**src/rtl/lock_pkg.sv**
```systemverilog
// Shared encodings for the canal-lock chamber sequencer.
package lock_pkg;

    typedef enum logic [2:0] {
        S_IDLE      = 3'd0,
        S_PRE       = 3'd1,
        S_OPEN_IN   = 3'd2,
        S_CLOSE_IN  = 3'd3,
        S_XFER      = 3'd4,
        S_OPEN_OUT  = 3'd5,
        S_CLOSE_OUT = 3'd6,
        S_FAULT     = 3'd7
    } state_t;

    localparam logic [1:0] TSEL_GATE  = 2'd0;
    localparam logic [1:0] TSEL_FILL  = 2'd1;
    localparam logic [1:0] TSEL_DRAIN = 2'd2;

    localparam logic DIR_UP   = 1'b0;
    localparam logic DIR_DOWN = 1'b1;

    function automatic logic [1:0] valve_sel(input logic to_high);
        return to_high ? TSEL_FILL : TSEL_DRAIN;
    endfunction

endpackage

```
**src/rtl/lock_wdog.sv**
```systemverilog
// Watchdog for timed states: counts cycles spent in the state.
module lock_wdog #(
    parameter int unsigned WD_CYCLES = 1024,
    parameter int unsigned WD_W      = 32
) (
    input  logic clk,
    input  logic rst_n,
    input  logic clr,
    input  logic en,
    output logic expire
);

    localparam logic [WD_W-1:0] LIM = WD_W'(WD_CYCLES - 1);

    logic [WD_W-1:0] cnt;

    // clr marks the first cycle of a state, which already counts as one
    assign expire = en && !clr && (cnt >= LIM);

    always_ff @(posedge clk) begin
        if (!rst_n) begin
            cnt <= '0;
        end else if (clr) begin
            cnt <= WD_W'(1);
        end else if (en && !expire) begin
            cnt <= cnt + WD_W'(1);
        end
    end

endmodule

```
**src/rtl/lock_ctrl.sv**
```systemverilog
// Canal-lock chamber sequencer: gates, valves, level tracking and
// chamber-timer handshake with a watchdog on every timed wait.
module lock_ctrl
    import lock_pkg::*;
#(
    parameter int unsigned WD_CYCLES = 1024,
    parameter int unsigned WD_W      = 32
) (
    input  logic       clk,
    input  logic       rst_n,
    input  logic       req,
    input  logic       dir,
    input  logic       boat_in,
    input  logic       boat_out,
    input  logic       tmr_done,
    output logic       tmr_set,
    output logic [1:0] tmr_sel,
    output logic       gate_lo_open,
    output logic       gate_hi_open,
    output logic       fill_valve,
    output logic       drain_valve,
    output logic       level_hi,
    output logic       busy,
    output logic       fault
);

    state_t state;
    logic   dir_q;
    logic   timed;
    logic   tdone;
    logic   wd_exp;

    assign timed = (state == S_PRE) || (state == S_CLOSE_IN) ||
                   (state == S_XFER) || (state == S_CLOSE_OUT);

    // done may be stale during the set cycle
    assign tdone = timed && !tmr_set && tmr_done;

    lock_wdog #(
        .WD_CYCLES (WD_CYCLES),
        .WD_W      (WD_W)
    ) u_wdog (
        .clk    (clk),
        .rst_n  (rst_n),
        .clr    (tmr_set),
        .en     (timed),
        .expire (wd_exp)
    );

    always_ff @(posedge clk) begin
        if (!rst_n) begin
            state        <= S_IDLE;
            dir_q        <= DIR_UP;
            tmr_set      <= 1'b0;
            tmr_sel      <= TSEL_GATE;
            gate_lo_open <= 1'b0;
            gate_hi_open <= 1'b0;
            fill_valve   <= 1'b0;
            drain_valve  <= 1'b0;
            level_hi     <= 1'b0;
            busy         <= 1'b0;
            fault        <= 1'b0;
        end else begin
            tmr_set <= 1'b0;
            unique case (state)
                S_IDLE: begin
                    if (req) begin
                        dir_q <= dir;
                        busy  <= 1'b1;
                        if (level_hi == dir) begin
                            state        <= S_OPEN_IN;
                            gate_lo_open <= (dir == DIR_UP);
                            gate_hi_open <= (dir == DIR_DOWN);
                        end else begin
                            state       <= S_PRE;
                            tmr_set     <= 1'b1;
                            tmr_sel     <= valve_sel(dir);
                            fill_valve  <= dir;
                            drain_valve <= !dir;
                        end
                    end
                end
                S_PRE: begin
                    if (tdone) begin
                        state        <= S_OPEN_IN;
                        fill_valve   <= 1'b0;
                        drain_valve  <= 1'b0;
                        level_hi     <= !level_hi;
                        gate_lo_open <= (dir_q == DIR_UP);
                        gate_hi_open <= (dir_q == DIR_DOWN);
                    end
                end
                S_OPEN_IN: begin
                    if (boat_in) begin
                        state        <= S_CLOSE_IN;
                        gate_lo_open <= 1'b0;
                        gate_hi_open <= 1'b0;
                        tmr_set      <= 1'b1;
                        tmr_sel      <= TSEL_GATE;
                    end
                end
                S_CLOSE_IN: begin
                    if (tdone) begin
                        state       <= S_XFER;
                        tmr_set     <= 1'b1;
                        tmr_sel     <= valve_sel(!dir_q);
                        fill_valve  <= !dir_q;
                        drain_valve <= dir_q;
                    end
                end
                S_XFER: begin
                    if (tdone) begin
                        state        <= S_OPEN_OUT;
                        fill_valve   <= 1'b0;
                        drain_valve  <= 1'b0;
                        level_hi     <= !level_hi;
                        gate_hi_open <= (dir_q == DIR_UP);
                        gate_lo_open <= (dir_q == DIR_DOWN);
                    end
                end
                S_OPEN_OUT: begin
                    if (boat_out) begin
                        state        <= S_CLOSE_OUT;
                        gate_lo_open <= 1'b0;
                        gate_hi_open <= 1'b0;
                        tmr_set      <= 1'b1;
                        tmr_sel      <= TSEL_GATE;
                    end
                end
                S_CLOSE_OUT: begin
                    if (tdone) begin
                        state   <= S_IDLE;
                        busy    <= 1'b0;
                        tmr_sel <= TSEL_GATE;
                    end
                end
                S_FAULT: begin
                    state <= S_FAULT;
                end
            endcase

            // expiry loses to a same-cycle done
            if (wd_exp && !tdone) begin
                state        <= S_FAULT;
                tmr_set      <= 1'b0;
                gate_lo_open <= 1'b0;
                gate_hi_open <= 1'b0;
                fill_valve   <= 1'b0;
                drain_valve  <= 1'b0;
                busy         <= 1'b1;
                fault        <= 1'b1;
            end
        end
    end

endmodule

```
**config.mk**
```make
export PLATFORM = sky130hd
export DESIGN_NAME = lock_ctrl
export DESIGN_NICKNAME = d
export VERILOG_FILES = /design/src/rtl/lock_pkg.sv /design/src/rtl/lock_wdog.sv /design/src/rtl/lock_ctrl.sv
export SDC_FILE = /design/constraint.sdc
export NUM_CORES = 1
export LEC_CHECK = 0
export ABC_AREA = 0
export CORE_UTILIZATION = 30
export DETAILED_ROUTE_END_ITERATION = 10
export PLACE_DENSITY = 0.57
export SYNTH_ARGS = -nofsm -noshare
export SYNTH_HDL_FRONTEND = slang
export SYNTH_SLANG_ARGS = --single-unit
```
**constraint.sdc**
```tcl
create_clock -name clk -period 2.62 [get_ports clk]
set_clock_uncertainty 0.1 [all_clocks]
set_input_delay 0.524 -clock clk [delete_from_list [all_inputs] [get_ports clk]]
set_output_delay 0.524 -clock clk [all_outputs]
set_load 0.01 [all_outputs]
```
; Word level (Yosys, flattened, before mapping)
; Cells that the tools add are included.
[totals]
ff_bits = 46
inputBits = 7
out_inout_bits = 10
elab_cells = 121
[op_classes]
addsub = 1
order_cmp = 1
eq_ne = 25
n_mux = 48
bitwise = 3
n_reduce_logical = 30
[ops]
columns = cell, count
row1 = $add A32 B1 Y32 const B, 1
row2 = $ge A32 B10 Y1 const B, 1
row3 = $mux W3, 8
row4 = $pmux W3 S8, 1
row5 = $mux W1, 23
row6 = $reduce_and A7 Y1, 3
row7 = $mux W2, 9
row8 = $ne A2 B2 Y1 const B, 9
row9 = $eq A3 B3 Y1 const B, 4
row10 = $ne A3 B2 Y1 const B, 4
row11 = $pmux W1 S5, 2
row12 = $pmux W2 S5, 1
row13 = $reduce_bool A5 Y1, 2
row14 = $ne A3 B3 Y1 const B, 3
row15 = $eq A3 B2 Y1 const B, 2
row16 = $logic_not A1 Y1, 6
row17 = $pmux W1 S3, 2
row18 = $reduce_bool A3 Y1, 2
row19 = $reduce_or A2 Y1, 3
row20 = $logic_and A1 B1 Y1, 5
row21 = $reduce_and A5 Y1, 1
row22 = $pmux W1 S4, 1
row23 = $reduce_and A2 Y1, 2
row24 = $eq A3 B1 Y1 const B, 1
row25 = 8 further kinds, 12

; Longest topological paths before layout
; Gate-level depths: netlist of the first run.
[logic_depth]
ltp_word = 10
ltp_mapped = 8
mapped_depth_nobuf = 7

; Modules after synthesis
; From an unflattened synthesis of the first run, not the netlist that was laid out.
[unflattened]
hier_cells = 244
hier_area_um2 = 2302.2
[by_module_without_submodules]
columns = mod, instances, cells_per_inst, area_each_um2, seq_area_each_um2
row1 = lock_wdog, 1, 118, 1244.9, 640.6
row2 = lock_ctrl, 1, 126, 1057.3, 280.3

; Least setup slack after synthesis of the first run
; OpenSTA, ideal clock, no wires.
[synth_path]
path_kind = register to register
startpoint = reg state[2]
endpoint = reg gate_lo_open
setup_ps = 70
t_arrival_ps = 2203
t_required_ps = 2450
setup_slack_ps = 247
path_stages_with_launch = 9
period_less_slack_ps = 2373
cell_sequence = dfxtp_1 -> clkbuf_1 -> inv_1 -> ha_1 -> nand3b_1 -> o211ai_1 -> o311ai_1 -> or3_1 -> a21oi_1
[synth_between]
elab_chain_len = 9
[synth_rtl]
columns = item, line_no
row1 = "start, declared", lock_ctrl.sv:27  ; state_t state;
row2 = "start signal, assigned", lock_ctrl.sv:52  ; state <= S_IDLE;
row3 = "start signal, assigned", lock_ctrl.sv:71  ; state <= S_OPEN_IN;
row4 = "start signal, assigned", lock_ctrl.sv:75  ; state <= S_PRE;
row5 = "parallel branches: the longest is 9 deep, another holds $reduce_and A7 Y1", -
row6 = "end signal, assigned", lock_ctrl.sv:72  ; gate_lo_open <= (dir == DIR_UP);
row7 = "end signal, assigned", lock_ctrl.sv:89  ; gate_lo_open <= (dir_q == DIR_UP);
row8 = "end signal, assigned", lock_ctrl.sv:118  ; gate_lo_open <= (dir_q == DIR_DOWN);
row9 = "end, declared", lock_ctrl.sv:18  ; output logic gate_lo_open,
; Several ways; the timed one is not identified.
; A chain may end at the register's enable or synchronous reset.

; Final worst setup path of the first run
[layout_path]
startpoint = reg state[2]
endpoint = reg u_wdog.cnt[5]
[layout_between]
elab_chain_len = 8
[layout_rtl]
columns = item, line_no
row1 = $eq A3 B1 Y1 or $eq A3 B2 Y1 (tied branches), lock_ctrl.sv:33  ; assign timed = (state == S_PRE) || (state == S_CLOSE_IN) ||
row2 = $logic_or A1 B1 Y1 (2 in series), lock_ctrl.sv:33
row3 = $logic_or A1 B1 Y1 (*), lock_ctrl.sv:34  ; (state == S_XFER) || (state == S_CLOSE_OUT);
row4 = $logic_and A1 B1 Y1 (2 in series), lock_wdog.sv:18  ; assign expire = en && !clr && (cnt >= LIM);
row5 = $logic_not A1 Y1, lock_wdog.sv:25  ; end else if (en && !expire) begin
row6 = $logic_and A1 B1 Y1 (*), lock_wdog.sv:25
row7 = "end signal, assigned", lock_wdog.sv:26  ; cnt <= cnt + WD_W'(1);
row8 = "end, declared", lock_wdog.sv:15  ; logic [WD_W-1:0] cnt;
; Mark *: on every way between the ends. The rest lies on a longest branch, timed or not.

==> flow_summary.yaml, run 1 <==
outcome:
  status: "finished clean"
clock_tree:
  cts_root_buf: "clkbuf_8"
  clock-sinks: 46
  htreeDepth: 2
  cts_made_buffers: 5
  postCtsSetupRepairBufs: 0
  clk_pin_slew_ns: 0.09
  cts_hold_buf: 0
  cts_max_path_buffers: 2
  cts.repair.resized: 0
  cts_tree: "done"
  clkLatencyLatePin_ns: 0.31
cells_and_area:
  largest_reg_flops: 32
  fillerInstances: 693
  drive_gt1_share_pct: 11.65
  final_area_sq_mm: 0.002584
  syn2layout_area_growth_pct: 17.13
  diodes: 0
  top_register: "u_wdog.cnt"
  finalNonFillerCells: 362
  nNetsFinal: 275
  final_util_pct: 37.21
  top_regs: "u_wdog.cnt x32, state x3, tmr_sel x2"
logic_synthesis:
  yosysMostFrequentCell: "dfxtp_1"
  synth_common_cells: "46 x dfxtp_1, 24 x nor2_1, 21 x and2_1, 21 x nand2_1, 16 x a21oi_1"
  synth_xor_area_share_pct: 3.573
  yosys.area.top_type: "dfxtp_1"
  synth_adder_area_share_pct: 1.702
  synth_top_cell_area_share_pct: 41.75
  synthDistinctLibCells: 53
  ys_seq_area_share_pct: 41.75
  ys_ff_latch: 46
  synthTopCellsByArea: "dfxtp_1 42%, and2_1 6.0%, nor2_1 4.1%, a21oi_1 3.6%, nand2_1 3.6%"
  synth_compound_area_share_pct: 16.00
  synth_cells: 248
  synthArstFlopShare_pct: 0
  synth_top_family_by_area: "simple AND/OR/NAND/NOR gates"
  avgSynthCellArea_sq_um: 8.895
  syn_nets: 258
  synthSimpleGateAreaFrac_pct: 31.08
  muxShareOfSynthArea_pct: 1.815
  syn-cell-area_sq_mm: 0.002206
  ys.flop_type: "dfxtp_1"
  synth_warnings: 0
  synth-edff-count: 0
critical_path:
  cp-start-kind: "flip-flop"
  path_max_fanout: 8
  crit_arrival_ns: 2.25
  worstPathRequired_ns: 2.71
  end_kind: "flip-flop"
  crit_type: "flip-flop to flip-flop"
  reg2reg_slack_ns: 0.46
sta:
  max_slew_margin_pct: 67.80
  post-route-period-util_pct: 82.43
  maxSlewViolCount: 0
  period_needed_ns: 2.160
  setup_tns_ns: 0
  tightestPinTransition_ns: 0.4789
  clock.fmax_mhz: 463.0
  rsz0062_at_grt: "false"
  setup_violations: 0
  hold_viol: 0
drt:
  drc: 0
  drt.antenna.violating_nets: 0
  wl_per_cell_um: 12.91
  viasPerCell: 4.975
  drt-initial-drc-count: 76
  first_pass_iters: 5
  num_vias: 1801
  routed_wl_um: 4674
placed_design:
  gp_congestion: 0.8083
  dp_cells: 354
  dp_hpwl_um: 3198
  detailed_place.area_sq_mm: 0.002471
  io_buffer_count: 16
floorplan:
  die_y_um: 87.75
  start_util_pct: 31.77
  die_x_um: 87.75
  rows: 30
  core_sq_mm: 0.006944
  io_pins: 17
  die_area_sq_mm: 0.007700
grt:
  grt_max_degree: 25
  grt_pass1_vias: 1634
  grt_usage_pct: 13.05
  overflow: 0
  grt_first_pass_wirelength_um: 7803
  antenna_found_initial: 0
power_and_ir_drop:
  p_leak_nw: 0.9534
  p_per_area_mw_per_mm2: 804.4
  ir_worst_vdd_mv: 0.3517
min_path:
  worstHoldPathType: "flip-flop to flip-flop"
run:
  cap_violations: 0
## critical path, stage by stage, from the launching register on
cell	delay (ns)
dfxtp_1	0.34
inv_1	0.12
ha_1	0.44
nand3_1	0.27
or3_4	0.44
o311ai_2	0.24
o41ai_2	0.11
## per-stage QoR
step	hold slack (ns)	power [mW]	setup WS (ns)
2_1_floorplan	0.3305	1.327	0.2472
3_5_place_dp	0.3456	1.547	0.2786
6_report	0.3580	2.078	0.4604
5_1_grt	0.3788	2.210	0.3311
3_3_place_gp	0.3405	1.551	0.2500
4_1_cts	0.3619	2.090	0.4549
## cell usage in the layout (no fill, tap or decap), drive strengths merged, types with 6 or more instances in the layout
cell type / count
dfxtp: 46
nor2: 24
and2: 21
nand2: 21
a21oi: 16
clkdlybuf4s50: 16
nor4: 10
xnor2: 8
o21ai: 8
buf: 7
inv: 7
nand4: 6
## power breakdown
group	total, mW	internal [mW]	switching [mW]
logic	0.703	0.320	0.383
registers	0.830	0.767	0.0633
clock network	0.545	0.286	0.259
## routing by layer
layer | track usage [%] | share of wire, %
met1 | 17.61 | 48
met2 | 19.66 | 44
met3 | 3.016 | 5.8
met4 | 6.110 | 2.0
met5 | 0 | 0
## final cells by class
type	instances	area [sq um]	area share, %
clock inverter	3	43.79	1.695
clock buffer	5	68.82	2.663
timing repair buffer	23	212.7	8.232
multi-input combinational	183	1195	46.25
tap	96	120.1	4.649
inverter	6	22.52	0.8717
sequential	46	920.9	35.64
## cells by family after synthesis
group | count (synthesis)
adders and majority gates | 3
DFF | 46
buffers and inverters | 19
muxes | 4
xor gates and xnor gates | 9
and+or+nand+nor | 117
AOI/OAI and AO/OA | 50
## final timing paths
path                             startpoint  cells past startpoint             to
worst max-delay path               state[2]                      6  u_wdog.cnt[5]
worst min-delay path            drain_valve                      2    drain_valve
worst max register to register     state[2]                      6  u_wdog.cnt[5]
worst min register to register  drain_valve                      2    drain_valve
No activity file was read; power rests on OpenSTA's default activity.
==> run 2, diff against run 1 <==
PLACE_DENSITY = 0.58   (was 0.57)
clock period = 1.85 ns   (was 2.62 ns; I/O delays follow)
==> run 2 against run 1 <==
Effect of this change:
- power grew 53%
- utilization increased by 5.9 points
- flip-flop and latch count unchanged
==> flow_summary.yaml, run 2 (synthesis gave the netlist of run 1 again) <==
outcome:
  status: "finished clean"
clock_tree:
  clock-sinks: 46
  cts_hold_buf: 0
  cts_root_buf: "clkbuf_8"
  htreeDepth: 2
  cts_made_buffers: 5
  cts_tree: "done"
  cts_max_path_buffers: 2
  clkLatencyLatePin_ns: 0.31
  clk_pin_slew_ns: 0.09
cells_and_area:
  largest_reg_flops: 32
  syn2layout_area_growth_pct: 35.56
  diodes: 0
  drive_gt1_share_pct: 28.71
  final_area_sq_mm: 0.002990
  final_util_pct: 43.06
  top_regs: "u_wdog.cnt x32, state x3, tmr_sel x2"
  top_register: "u_wdog.cnt"
  final_cell_mix: "41 x dfxtp_1, 41 x buf_4, 24 x nor2_1"
  nNetsFinal: 312
sta:
  setup_tns_ns: 0
  setup_slack_ns: 0.005711
  hold_viol: 0
  maxSlewViolCount: 0
  setup_violations: 0
  clock.fmax_mhz: 542.2
  max_slew_margin_pct: 74.82
  period_needed_ns: 1.844
  rsz0062_at_grt: "true"
  post-route-period-util_pct: 99.69
  tightestPinTransition_ns: 0.3724
drt:
  wl_per_cell_um: 12.85
  drc: 0
  num_vias: 1909
  viasPerCell: 4.784
  drt-initial-drc-count: 54
  first_pass_iters: 4
  routed_wl_um: 5127
  drt.antenna.violating_nets: 0
floorplan:
  start_util_pct: 31.77
  die_x_um: 87.75
  core_sq_mm: 0.006944
  io_pins: 17
  rows: 30
  die_area_sq_mm: 0.007700
  die_y_um: 87.75
critical_path:
  worstPathRequired_ns: 1.94
  reg2reg_slack_ns: 0.006
  path_max_fanout: 6
  crit_type: "flip-flop to flip-flop"
  end_kind: "flip-flop"
  rr_startpoint: "state[2]"
  r2r_end: "u_wdog.cnt[5]"
  cp-start-kind: "flip-flop"
  crit_arrival_ns: 1.94
  reg2reg_depth: 7
placed_design:
  gp_congestion: 0.8422
  detailed_place.area_sq_mm: 0.002780
  dp_hpwl_um: 3723
  dp_slack_ns: -0.2677
  io_buffer_count: 16
grt:
  grt_usage_pct: 14.41
  antenna_found_initial: 0
  grt_max_degree: 20
  grt_first_pass_wirelength_um: 8652
  grt_pass1_vias: 1865
  overflow: 0
power_and_ir_drop:
  clkPwrFrac_pct: 21.0
  pwr-share-comb_pct: 42.1
  seq_power_share_pct: 37.0
  p_int_mw: 2.067
  p_per_area_mw_per_mm2: 1066
  ir_worst_vdd_mv: 0.3084
  switching_share_pct: 35.18
  p_leak_nw: 1.170
  p_sw_mw: 1.122
min_path:
  hold_end: "fault"
  min_path_cells: 2
  holdCritStartpoint: "fault"
  worstHoldPathType: "flip-flop to flip-flop"
run:
  cap_violations: 0
-- run 2: cell types whose count changed in the layout (fill, tap and decap cells not counted), moves of 3 or more --
cell,change
buf_4,+34
dfxtp_1,-5
dfxtp_2,+4
inv_6,+3
nor4_1,-4
nor4_4,+3
-- run 2: worst max-delay path, cell delays in order, from the launching register on --
cell and delay, ns:
dfxtp_4 0.38, inv_6 0.04, ha_4 0.27, buf_4 0.12
nand3_2 0.08, or3_4 0.39, o311ai_4 0.24, o41ai_2 0.11
-- run 2: routing by layer --
metal	GRT usage [%]	vias to the layer above	share of wire, %
li1	-	995	-
met1	19.09	876	49
met2	23.04	31	47
met3	3.770	7	3.4
met4	4.173	0	0.96
met5	0	-	0
-- run 2: power groups by stage --
| stage | clock [mW] | sequential (mW) | combinational [mW] |
|---|---|---|---|
| 2_1_floorplan | 0 | 1.21 | 0.711 |
| 3_3_place_gp | 0 | 1.20 | 1.27 |
| 3_5_place_dp | 0 | 1.19 | 1.27 |
| 4_1_cts | 0.699 | 1.18 | 1.28 |
| 5_1_grt | 0.736 | 1.19 | 1.49 |
| 6_report | 0.669 | 1.18 | 1.34 |
-- run 2: timing repair --
action                                  CTS  global route
gates resized for setup                   6            14
endpoints found under the setup margin    8            18
pin swaps                                 1             3
buffers inserted                          0             2
-- run 2: per-stage QoR --
stage	total power, mW	cells	hold slack [ns]
2_1_floorplan	1.920	248	0.3305
3_3_place_gp	2.466	389	0.3386
6_report	3.189	399	0.3531
4_1_cts	3.155	397	0.3555
3_5_place_dp	2.459	389	0.3414
5_1_grt	3.423	399	0.3696
-- run 2: how the worst max path moves through the flow --
stage	from	to	slack [ns]	cells after the start
floorplan	state[2]	gate_lo_open	-0.11	8
global placement	tmr_done	fill_valve	-0.27	7
detailed placement	boat_out	fill_valve	-0.27	7
CTS	state[0]	fill_valve	0.0007	7
global route	state[0]	gate_lo_open	-0.09	7
finish	state[2]	u_wdog.cnt[5]	0.006	7
-- run 2: final cells by class --
| cell class | count | area, sq um |
|---|---|---|
| Tap cell | 96 | 120.1 |
| Clock buffer | 5 | 68.82 |
| Inverter | 6 | 27.53 |
| Sequential cell | 46 | 929.6 |
| Fill cell | 676 | 3954 |
| Timing Repair Buffer | 60 | 510.5 |
| Multi-Input combinational cell | 183 | 1308 |
| Clock inverter | 3 | 26.28 |
==> run 3, diff against run 2 <==
CORE_ASPECT_RATIO = 0.7   (was default)
CORE_MARGIN = 5   (was default)
==> run 3 against run 2 <==
Effect of this change:
- critical path depth did not move
- critical path type unchanged
- non-clock buffer count rose by 2
- die area rose by 19%
- flip-flop and latch count unchanged
- fmax rose by 0.47%
- sequential share of layout area decreased by 0.33 points
- power increased by 0.52%
- clock power fell by 3.9%
- combinational power is 3% higher
==> flow_summary.yaml, run 3 (synthesis gave the netlist of run 1 again) <==
sta:
  clock.fmax_mhz: 544.8
  max_slew_margin_pct: 73.40
  setup_violations: 0
  setup_tns_ns: 0
  setup_slack_ns: 0.01438
  hold_viol: 0
  maxSlewViolCount: 0
  rsz0062_at_grt: "true"
  post-route-period-util_pct: 99.22
  tightestPinTransition_ns: 0.3953
  period_needed_ns: 1.836
  holdWs_ns: 0.3571
clock_tree:
  cts_max_path_buffers: 2
  clock-sinks: 46
  cts_tree: "done"
  htreeDepth: 2
  clk_pin_slew_ns: 0.10
  cts_hold_buf: 0
  cts_root_buf: "clkbuf_8"
  cts_made_buffers: 5
  clkLatencyLatePin_ns: 0.30
outcome:
  status: "finished clean"
drt:
  first_pass_iters: 4
  drt-initial-drc-count: 152
  drc: 0
  wl_per_cell_um: 13.19
  routed_wl_um: 5317
  drt.antenna.violating_nets: 0
  num_vias: 1960
  viasPerCell: 4.864
placed_design:
  dp_cells: 393
  io_buffer_count: 16
  gp_congestion: 0.8793
  dp_slack_ns: -0.2377
  dp_hpwl_um: 3986
min_path:
  worstHoldPathType: "flip-flop to flip-flop"
critical_path:
  worstPathRequired_ns: 1.99
  cp-start-kind: "flip-flop"
  end_kind: "flip-flop"
  crit_type: "flip-flop to flip-flop"
  crit_arrival_ns: 1.98
  path_max_fanout: 6
  reg2reg_slack_ns: 0.01
floorplan:
  io_pins: 17
  die_y_um: 81.74
  start_util_pct: 30.54
  core_sq_mm: 0.007222
  die_area_sq_mm: 0.009195
  die_x_um: 112.5
  rows: 26
power_and_ir_drop:
  p_leak_nw: 1.179
  ir_worst_vdd_mv: 0.4699
  p_per_area_mw_per_mm2: 1058
grt:
  grt_usage_pct: 11.56
  grt_pass1_vias: 1768
  overflow: 0
  grt_first_pass_wirelength_um: 8625
  antenna_found_initial: 0
  grt_max_degree: 18
cells_and_area:
  nNetsFinal: 314
  final_common_cell: "buf_4"
  finalNonFillerCells: 403
  drive_gt1_share_pct: 31.80
  top_regs: "u_wdog.cnt x32, state x3, tmr_sel x2"
  final_cell_mix: "44 x buf_4, 39 x dfxtp_1, 23 x nor2_1"
  largest_reg_flops: 32
  syn2layout_area_growth_pct: 37.38
  diodes: 0
  top_register: "u_wdog.cnt"
run:
  cap_violations: 0
-- run 3: changes by cell type in the layout (fill, tap and decap cells not counted), sizes merged --
cell and change:
buf +2, clkinv +1, inv -2, clkinvlp +1
-- run 3: worst max-delay path, stage by stage, from the launching register on --
cell	delay (ns)
dfxtp_4	0.38
inv_6	0.04
ha_4	0.29
nand3b_1	0.12
o211ai_1	0.22
o311ai_2	0.16
or3_1	0.34
a21oi_1	0.12
-- run 3: final timing paths --
check / cells after the start / endpoint / startpoint
setup / recovery: 7 / gate_lo_open / state[2]
hold / removal: 2 / fault / fault
setup reg to reg: 7 / gate_lo_open / state[2]
hold reg to reg: 2 / fault / fault
-- run 3: layout make-up --
type / instances / area, sq um
clock buffers: 5 / 68.82
flip-flops and latches: 46 / 932.1
multi-input cells: 183 / 1333
fillers: 716 / 4192
inverters: 6 / 27.53
well taps: 98 / 122.6
repair buffers: 62 / 521.8
clock inverters: 3 / 25.02
-- run 3: routing by layer --
metal	global-route usage (%)	vias up	routed length, um
met1	17.47	928	2897
li1	-	994	-
met2	16.77	33	2137
met3	2.135	5	221
met4	2.881	0	61
met5	0	-	0
-- run 3: stage by stage --
step / area, sq um / total power [mW] / utilization, %
after floorplan: 2250 / 1.920 / -
after global placement: 2798 / 2.462 / 38.74
after detailed placement: 2798 / 2.469 / 38.74
after CTS: 2915 / 3.138 / 40.37
after global routing: 3030 / 3.420 / 41.96
final: 3030 / 3.206 / 41.96
-- run 3: timing repair --
item,4_1_cts,5_1_grt
cloned,0,0
buffers inserted,1,1
pin swaps,8,3
endpoints found under the setup margin,7,22
gates resized for setup,4,23
hold endpoints to repair,0,0
-- run 3: power by group --
| group | total [mW] | internal [mW] | switching [mW] |
|---|---|---|---|
| combinational | 1.38 | 0.706 | 0.678 |
| clock | 0.643 | 0.273 | 0.370 |
| sequential | 1.18 | 1.09 | 0.0898 |
==> RTL edit 1, RTL diff (flow settings as in run 1) <==
Register the inputs `req`, `dir`, `boat_in`, `boat_out` and `tmr_done` before use, without a reset. The logic sees them one clock later.
--- a/src/rtl/lock_ctrl.sv
+++ b/src/rtl/lock_ctrl.sv
@@ -24,6 +24,20 @@
     output logic       fault
 );
 
+    logic req_q;
+    logic dir_r;
+    logic boat_q;
+    logic boat_out_q;
+    logic tmr_done_q;
+
+    always_ff @(posedge clk) begin
+        req_q      <= req;
+        dir_r      <= dir;
+        boat_q     <= boat_in;
+        boat_out_q <= boat_out;
+        tmr_done_q <= tmr_done;
+    end
+
     state_t state;
     logic   dir_q;
     logic   timed;
@@ -34,7 +48,7 @@
                    (state == S_XFER) || (state == S_CLOSE_OUT);
 
     // done may be stale during the set cycle
-    assign tdone = timed && !tmr_set && tmr_done;
+    assign tdone = timed && !tmr_set && tmr_done_q;
 
     lock_wdog #(
         .WD_CYCLES (WD_CYCLES),
@@ -64,19 +78,19 @@
             tmr_set <= 1'b0;
             unique case (state)
                 S_IDLE: begin
-                    if (req) begin
-                        dir_q <= dir;
+                    if (req_q) begin
+                        dir_q <= dir_r;
                         busy  <= 1'b1;
-                        if (level_hi == dir) begin
+                        if (level_hi == dir_r) begin
                             state        <= S_OPEN_IN;
-                            gate_lo_open <= (dir == DIR_UP);
-                            gate_hi_open <= (dir == DIR_DOWN);
+                            gate_lo_open <= (dir_r == DIR_UP);
+                            gate_hi_open <= (dir_r == DIR_DOWN);
                         end else begin
                             state       <= S_PRE;
                             tmr_set     <= 1'b1;
-                            tmr_sel     <= valve_sel(dir);
-                            fill_valve  <= dir;
-                            drain_valve <= !dir;
+                            tmr_sel     <= valve_sel(dir_r);
+                            fill_valve  <= dir_r;
+                            drain_valve <= !dir_r;
                         end
                     end
                 end
@@ -91,7 +105,7 @@
                     end
                 end
                 S_OPEN_IN: begin
-                    if (boat_in) begin
+                    if (boat_q) begin
                         state        <= S_CLOSE_IN;
                         gate_lo_open <= 1'b0;
                         gate_hi_open <= 1'b0;
@@ -119,7 +133,7 @@
                     end
                 end
                 S_OPEN_OUT: begin
-                    if (boat_out) begin
+                    if (boat_out_q) begin
                         state        <= S_CLOSE_OUT;
                         gate_lo_open <= 1'b0;
                         gate_hi_open <= 1'b0;
Check against the original RTL: not equivalent (Yosys sat finds a counterexample within 4 cycles, from zero or initial values and one cycle with rst_n low).
==> RTL edit 1 against run 1 <==
Setup slack lost 110 ps; highest routed layer unchanged; global-route usage grew 0.38 points; synthesized area grew 2.0%; largest power group unchanged; core utilization shrank 0.91 points; first-iteration DRC count rose by 68%; wire length rose by 2.2%; non-clock buffer count decreased by 2; power fell by 13%; sequential cell count increased by 5; final area grew 1.9%; sequential share of layout area increased by 3.1 points; die area is 2.0% higher.
==> RTL edit 1: results (changes against run 1) <==
Outcome
• finished, final reports clean — outcome

Setup path
• u_wdog.cnt[19]$_SDFFE_PP0P_ — worst reg2reg startpoint
• simple AND/OR/NAND/NOR gates — family with the most delay on the worst path
• 350 ps — Worst R2R Setup Slack, -110 ps
• u_wdog.cnt[8]$_SDFFE_PP0P_ — reg-to-reg endpoint
• 2410 ps — crit path DAT, +160 ps
• 6 — Max Fanout on Critical Path, -2
• sky130_fd_sc_hd__or4_4 — Worst path slowest cell

Drt
• 5.030 — drt via density, +1.1%
• 2085 um — Detail Route met2 WL, +0.48%
• 128 — First DRT Iteration DRCs, +68%
• 4777 um — total wirelength of the detailed-routed design, +2.2%
• 1861 — vias after detailed routing, +3.3%
• 112 um — detailed route wirelength on metal3, -59%
• 4 — First-pass DRT Iterations, -1
• 2427 um — Met1 Wirelength, +8.7%

Synthesis
• 265 — nets in the synthesized netlist, +2.7%
• sky130_fd_sc_hd__dfxtp_1 (51), sky130_fd_sc_hd__nor2_1 (28), sky130_fd_sc_hd__and2_1 (18), sky130_fd_sc_hd__nand2_1 (15), sky130_fd_sc_hd__a21oi_1 (14) — commonest cells in the synthesized netlist
• 50 — Synth cell types, -5.7%
• 8.827 um^2 — Syn Area/Cell, -0.76%
• 0.4536 — sequential cell area fraction in the yosys report, +0.03612
• sky130_fd_sc_hd__dfxtp_1 (45%), sky130_fd_sc_hd__and2_1 (5.0%), sky130_fd_sc_hd__nor2_1 (4.7%) — main area contributors after synthesis

Place
• 0.7803 — GPL Wtd Cong, -3.5%
• 2520 um^2 — Post-DP Area, +2.0%
• 362 — Cell Count Post-Placement, +2.3%
• 3377 um — half-perimeter wire length after placement, +5.6%

Power and ir drop
• 0.2741 mV — Max rail drop VDD, -22%
• 0.9460 nW — leakage power total, -0.78%

Global routing
• 1658 — via count of the first global-routing pass, +1.5%
• 0.1899 — met1 layer usage reported by global route, +0.01387
• 0.02612 — grt met3 use, -0.004041
• 0.1343 — overall global routing resource usage, +0.003812
• 0.1916 — met2 routing resource usage after global routing, -0.005009
• 8135 um — first-pass GRT wire length, +4.3%
• 28 — maximum number of pins on one net before global-route repair, +12%

Cells and area
• u_wdog.cnt: 32 flops, state: 3 flops, tmr_sel: 2 flops — registers with the most flip-flops
• 2633 um^2 — Layout Cell Area excl Fill, +1.9%
• 0.06273 — share of final-layout standard cells stronger than drive strength 1, -0.05381
• 280 — count of nets after finishing, +1.8%

STA
• 362.1 ps — Hold Worst Slack, +4.070 ps
• 0.8671 — period utilization, +0.04283

Min path
• gate_lo_open$_SDFFE_PP0P_ — worst min-delay path startpoint

Clock tree
• 0 — post-CTS resize count, unchanged
• 2 — maximum clock path buffer count, unchanged
• 2 — H-tree levels, unchanged

-- RTL edit 1: area by class of cell --
type / count / area (um^2)
multi-input combinational: 183 / 1147
sequential: 51 / 1021
timing repair buffer: 21 / 197.7
fill: 733 / 4621
tap: 99 / 123.9
clock buffer: 5 / 68.82
clock inverter: 3 / 43.79
inverter: 8 / 30.03
-- RTL edit 1: cells by family (layout without fill, tap and decap cells) --
kind of cell             Yosys count  after routing  synth area share
AO/OA/AOI/OAI                     57             57            0.1695
XOR/XNOR                           5              5           0.01945
adder cells (fa/ha/maj)            3              3           0.01668
buffers and inverters             21             37           0.03669
flip-flops                        51             51            0.4536
multiplexers                       6              6           0.02668
AND/OR/NAND/NOR                  112            112            0.2774
-- RTL edit 1: power by group --
group | internal [W] | total, W | switching (W)
clock | 0.000284 | 0.000548 | 0.000263
sequential | 0.000820 | 0.000868 | 0.0000480
combinational | 0.000187 | 0.000389 | 0.000202
total | 0.00129 | 0.00181 | 0.000514
==> RTL edit 2, RTL diff (flow settings as in run 1) <==
Made on the original files. `WD_W` is set to 32 in 2 places; all go to 16.
--- a/src/rtl/lock_wdog.sv
+++ b/src/rtl/lock_wdog.sv
@@ -1,7 +1,7 @@
 // Watchdog for timed states: counts cycles spent in the state.
 module lock_wdog #(
     parameter int unsigned WD_CYCLES = 1024,
-    parameter int unsigned WD_W      = 32
+    parameter int unsigned WD_W      = 16
 ) (
     input  logic clk,
     input  logic rst_n,
--- a/src/rtl/lock_ctrl.sv
+++ b/src/rtl/lock_ctrl.sv
@@ -4,7 +4,7 @@
     import lock_pkg::*;
 #(
     parameter int unsigned WD_CYCLES = 1024,
-    parameter int unsigned WD_W      = 32
+    parameter int unsigned WD_W      = 16
 ) (
     input  logic       clk,
     input  logic       rst_n,
Function: no difference found for any inputs over 10 cycles, from zero or initial values and one cycle with rst_n low; that may be too few to reach the edited logic, so the function may still have changed.
==> RTL edit 2 against run 1 <==
Critical path depth is 1 higher; critical path type unchanged; final area is 20% lower; setup slack worse by 130 ps; synthesized area is 22% lower; non-clock buffer count is 1 higher; worst hold slack better by 13 ps; final cell count is 17% lower; largest cell class unchanged; sequential cell count is 16 lower; highest routed layer unchanged; clock power is 37% lower; critical endpoint is now state[1]$_SDFFE_PN0P_; wire length is 11% lower; combinational power is 28% higher; power is 10% lower; count of clock-buffer cells in the layout stayed put.
==> RTL edit 2: results (changes against run 1) <==
Synthesis
• 0.2843 — Compound-Gate Fraction of Synth Area, +0.1243
• 0.3499 — sequential cell area fraction in the yosys report, -0.06762
• 0 — share of synthesized flip-flops with an asynchronous set or reset, unchanged
• 0.01531 — XOR/XNOR share of the synthesized area, -0.02043
• 0.02187 — adder-cell share of the synthesized area, +0.004849
• 221 — nets in the synthesized netlist, -14%
• 0.02915 — post-synthesis mux area share, +0.01100
• sky130_fd_sc_hd__dfxtp_1 (30), sky130_fd_sc_hd__nor2_1 (22), sky130_fd_sc_hd__a21oi_1 (14), sky130_fd_sc_hd__nand2_1 (11), sky130_fd_sc_hd__o21ai_0 (10) — commonest cells in the synthesized netlist
• sky130_fd_sc_hd__dfxtp_1 (35%), sky130_fd_sc_hd__nor2_1 (4.8%), sky130_fd_sc_hd__a21oi_1 (4.1%) — main area contributors after synthesis
• 8.136 um^2 — Syn Area/Cell, -8.5%
• 54 — Synth cell types, +1.9%

Drt
• 1602 — vias after detailed routing, -11%
• 109 — First DRT Iteration DRCs, +43%
• 4139 um — total wirelength of the detailed-routed design, -11%
• 13.71 um — WL per Instance, +6.1%
• 4 — First-pass DRT Iterations, -1

STA
• 371.3 ps — Hold Worst Slack, +13.30 ps
• 512.2 ps — transition time at the pin with the least slew margin, +33.28 ps

Setup path
• 410 ps — Slowest Stage Delay on Critical Path, -30 ps
• 15 — Max Fanout on Critical Path, +7
• sky130_fd_sc_hd__a211oi_1 — Worst path slowest cell
• 330 ps — Worst R2R Setup Slack, -130 ps
• compound AO/OA/AOI/OAI gates — family with the most delay on the worst path
• 2330 ps — crit path DAT, +80 ps

Outcome
• finished, final reports clean — outcome

Global routing
• 1443 — via count of the first global-routing pass, -12%
• 0.1490 — overall global routing resource usage, +0.01854
• 7127 um — first-pass GRT wire length, -8.7%
• 25 — maximum number of pins on one net before global-route repair, unchanged
• 0 — antenna violations before repair, unchanged

Clock tree
• 0 — post-CTS resize count, unchanged
• 60 ps — clock transition at the registers of the reported paths, -30 ps
• 0 — # hold bufs at CTS, unchanged
• sky130_fd_sc_hd__clkbuf_8 — CTS root buf
• 280 ps — clock latency on the worst-skew pair, -30 ps

Place
• 3011 um — half-perimeter wire length after placement, -5.9%
• 295 — Cell Count Post-Placement, -17%
• 0.8166 — GPL Wtd Cong, +1.0%

Power and ir drop
• 0.3537 mV — Max rail drop VDD, +0.59%
• 0.001110 W — internal power consumption, -19%
• 0.7759 nW — leakage power total, -19%

Cells and area
• 240 — count of nets after finishing, -13%
• 0.1087 — share of final-layout standard cells stronger than drive strength 1, -0.007846
• u_wdog.cnt: 16 flops, state: 3 flops, tmr_sel: 2 flops — registers with the most flip-flops

RTL edit 2: cell count changes in the layout (fill, tap and decap cells not counted), moves of 3 or more:
cell	change
sky130_fd_sc_hd__and2_1	-16
sky130_fd_sc_hd__nor4_1	-6
sky130_fd_sc_hd__xnor2_1	-5
sky130_fd_sc_hd__a41o_1	+4
sky130_fd_sc_hd__nor4_2	-4
sky130_fd_sc_hd__a221oi_1	+4
sky130_fd_sc_hd__o31a_1	+3
sky130_fd_sc_hd__o31ai_1	+5
sky130_fd_sc_hd__dfxtp_1	-16
sky130_fd_sc_hd__nand2_1	-10
RTL edit 2: cell type report:
cell class	count	area, um^2
fill	576	3448
multi-input combinational	160	1035
sequential	30	600.6
timing repair buffer	24	220.2
tap	72	90.09
clock buffer	5	68.82
inverter	9	33.78
clock inverter	2	10.01
RTL edit 2: tightest hold or removal path: stages, from the launching register on:
cell and delay (ps):
sky130_fd_sc_hd__dfxtp_1 310, sky130_fd_sc_hd__nand2_1 50, sky130_fd_sc_hd__a21oi_1 60
RTL edit 2: power groups by stage:
stage	sequential (W)	clock [W]	combinational [W]
3_3_place_gp	0.000635	0	0.000900
6_report	0.000625	0.000342	0.000901
4_1_cts	0.000628	0.000355	0.000896
5_1_grt	0.000642	0.000378	0.000998
2_1_floorplan	0.000625	0	0.000627
3_5_place_dp	0.000637	0	0.000892
RTL edit 2: cell families after synthesis:
group / Yosys count
and+or+nand+nor: 80
AOI/OAI and AO/OA: 69
DFF: 30
buffers and inverters: 21
muxes: 5
xor gates and xnor gates: 3
adders and majority gates: 3
RTL edit 2: worst paths after layout:
kind	from	to	depth (start not counted)
hold reg to reg	tmr_sel[1]$_SDFFE_PN0P_	tmr_sel[1]$_SDFFE_PN0P_	2
hold / removal	tmr_sel[1]$_SDFFE_PN0P_	tmr_sel[1]$_SDFFE_PN0P_	2
setup reg to reg	state[2]$_SDFFE_PN0P_	state[1]$_SDFFE_PN0P_	7
setup / recovery	state[2]$_SDFFE_PN0P_	state[1]$_SDFFE_PN0P_	7
RTL edit 2: routing by layer:
metal / up-vias / track usage / wire length, um
li1: 827 / - / -
met1: 735 / 0.1895 / 2021
met2: 34 / 0.2398 / 1912
met3: 6 / 0.04235 / 153
met4: 0 / 0.05094 / 51
met5: - / 0 / 0
RTL edit 2: per-stage QoR:
stage / instance area (um^2) / worst slack, ps / power (W)
6_report: 2058 / 325.8 / 0.001868
2_1_floorplan: 1717 / 154.9 / 0.001252
5_1_grt: 2058 / 87.70 / 0.002018
3_5_place_dp: 1979 / 162.8 / 0.001529
4_1_cts: 2058 / 327.6 / 0.001878
3_3_place_gp: 1979 / 168.2 / 0.001535
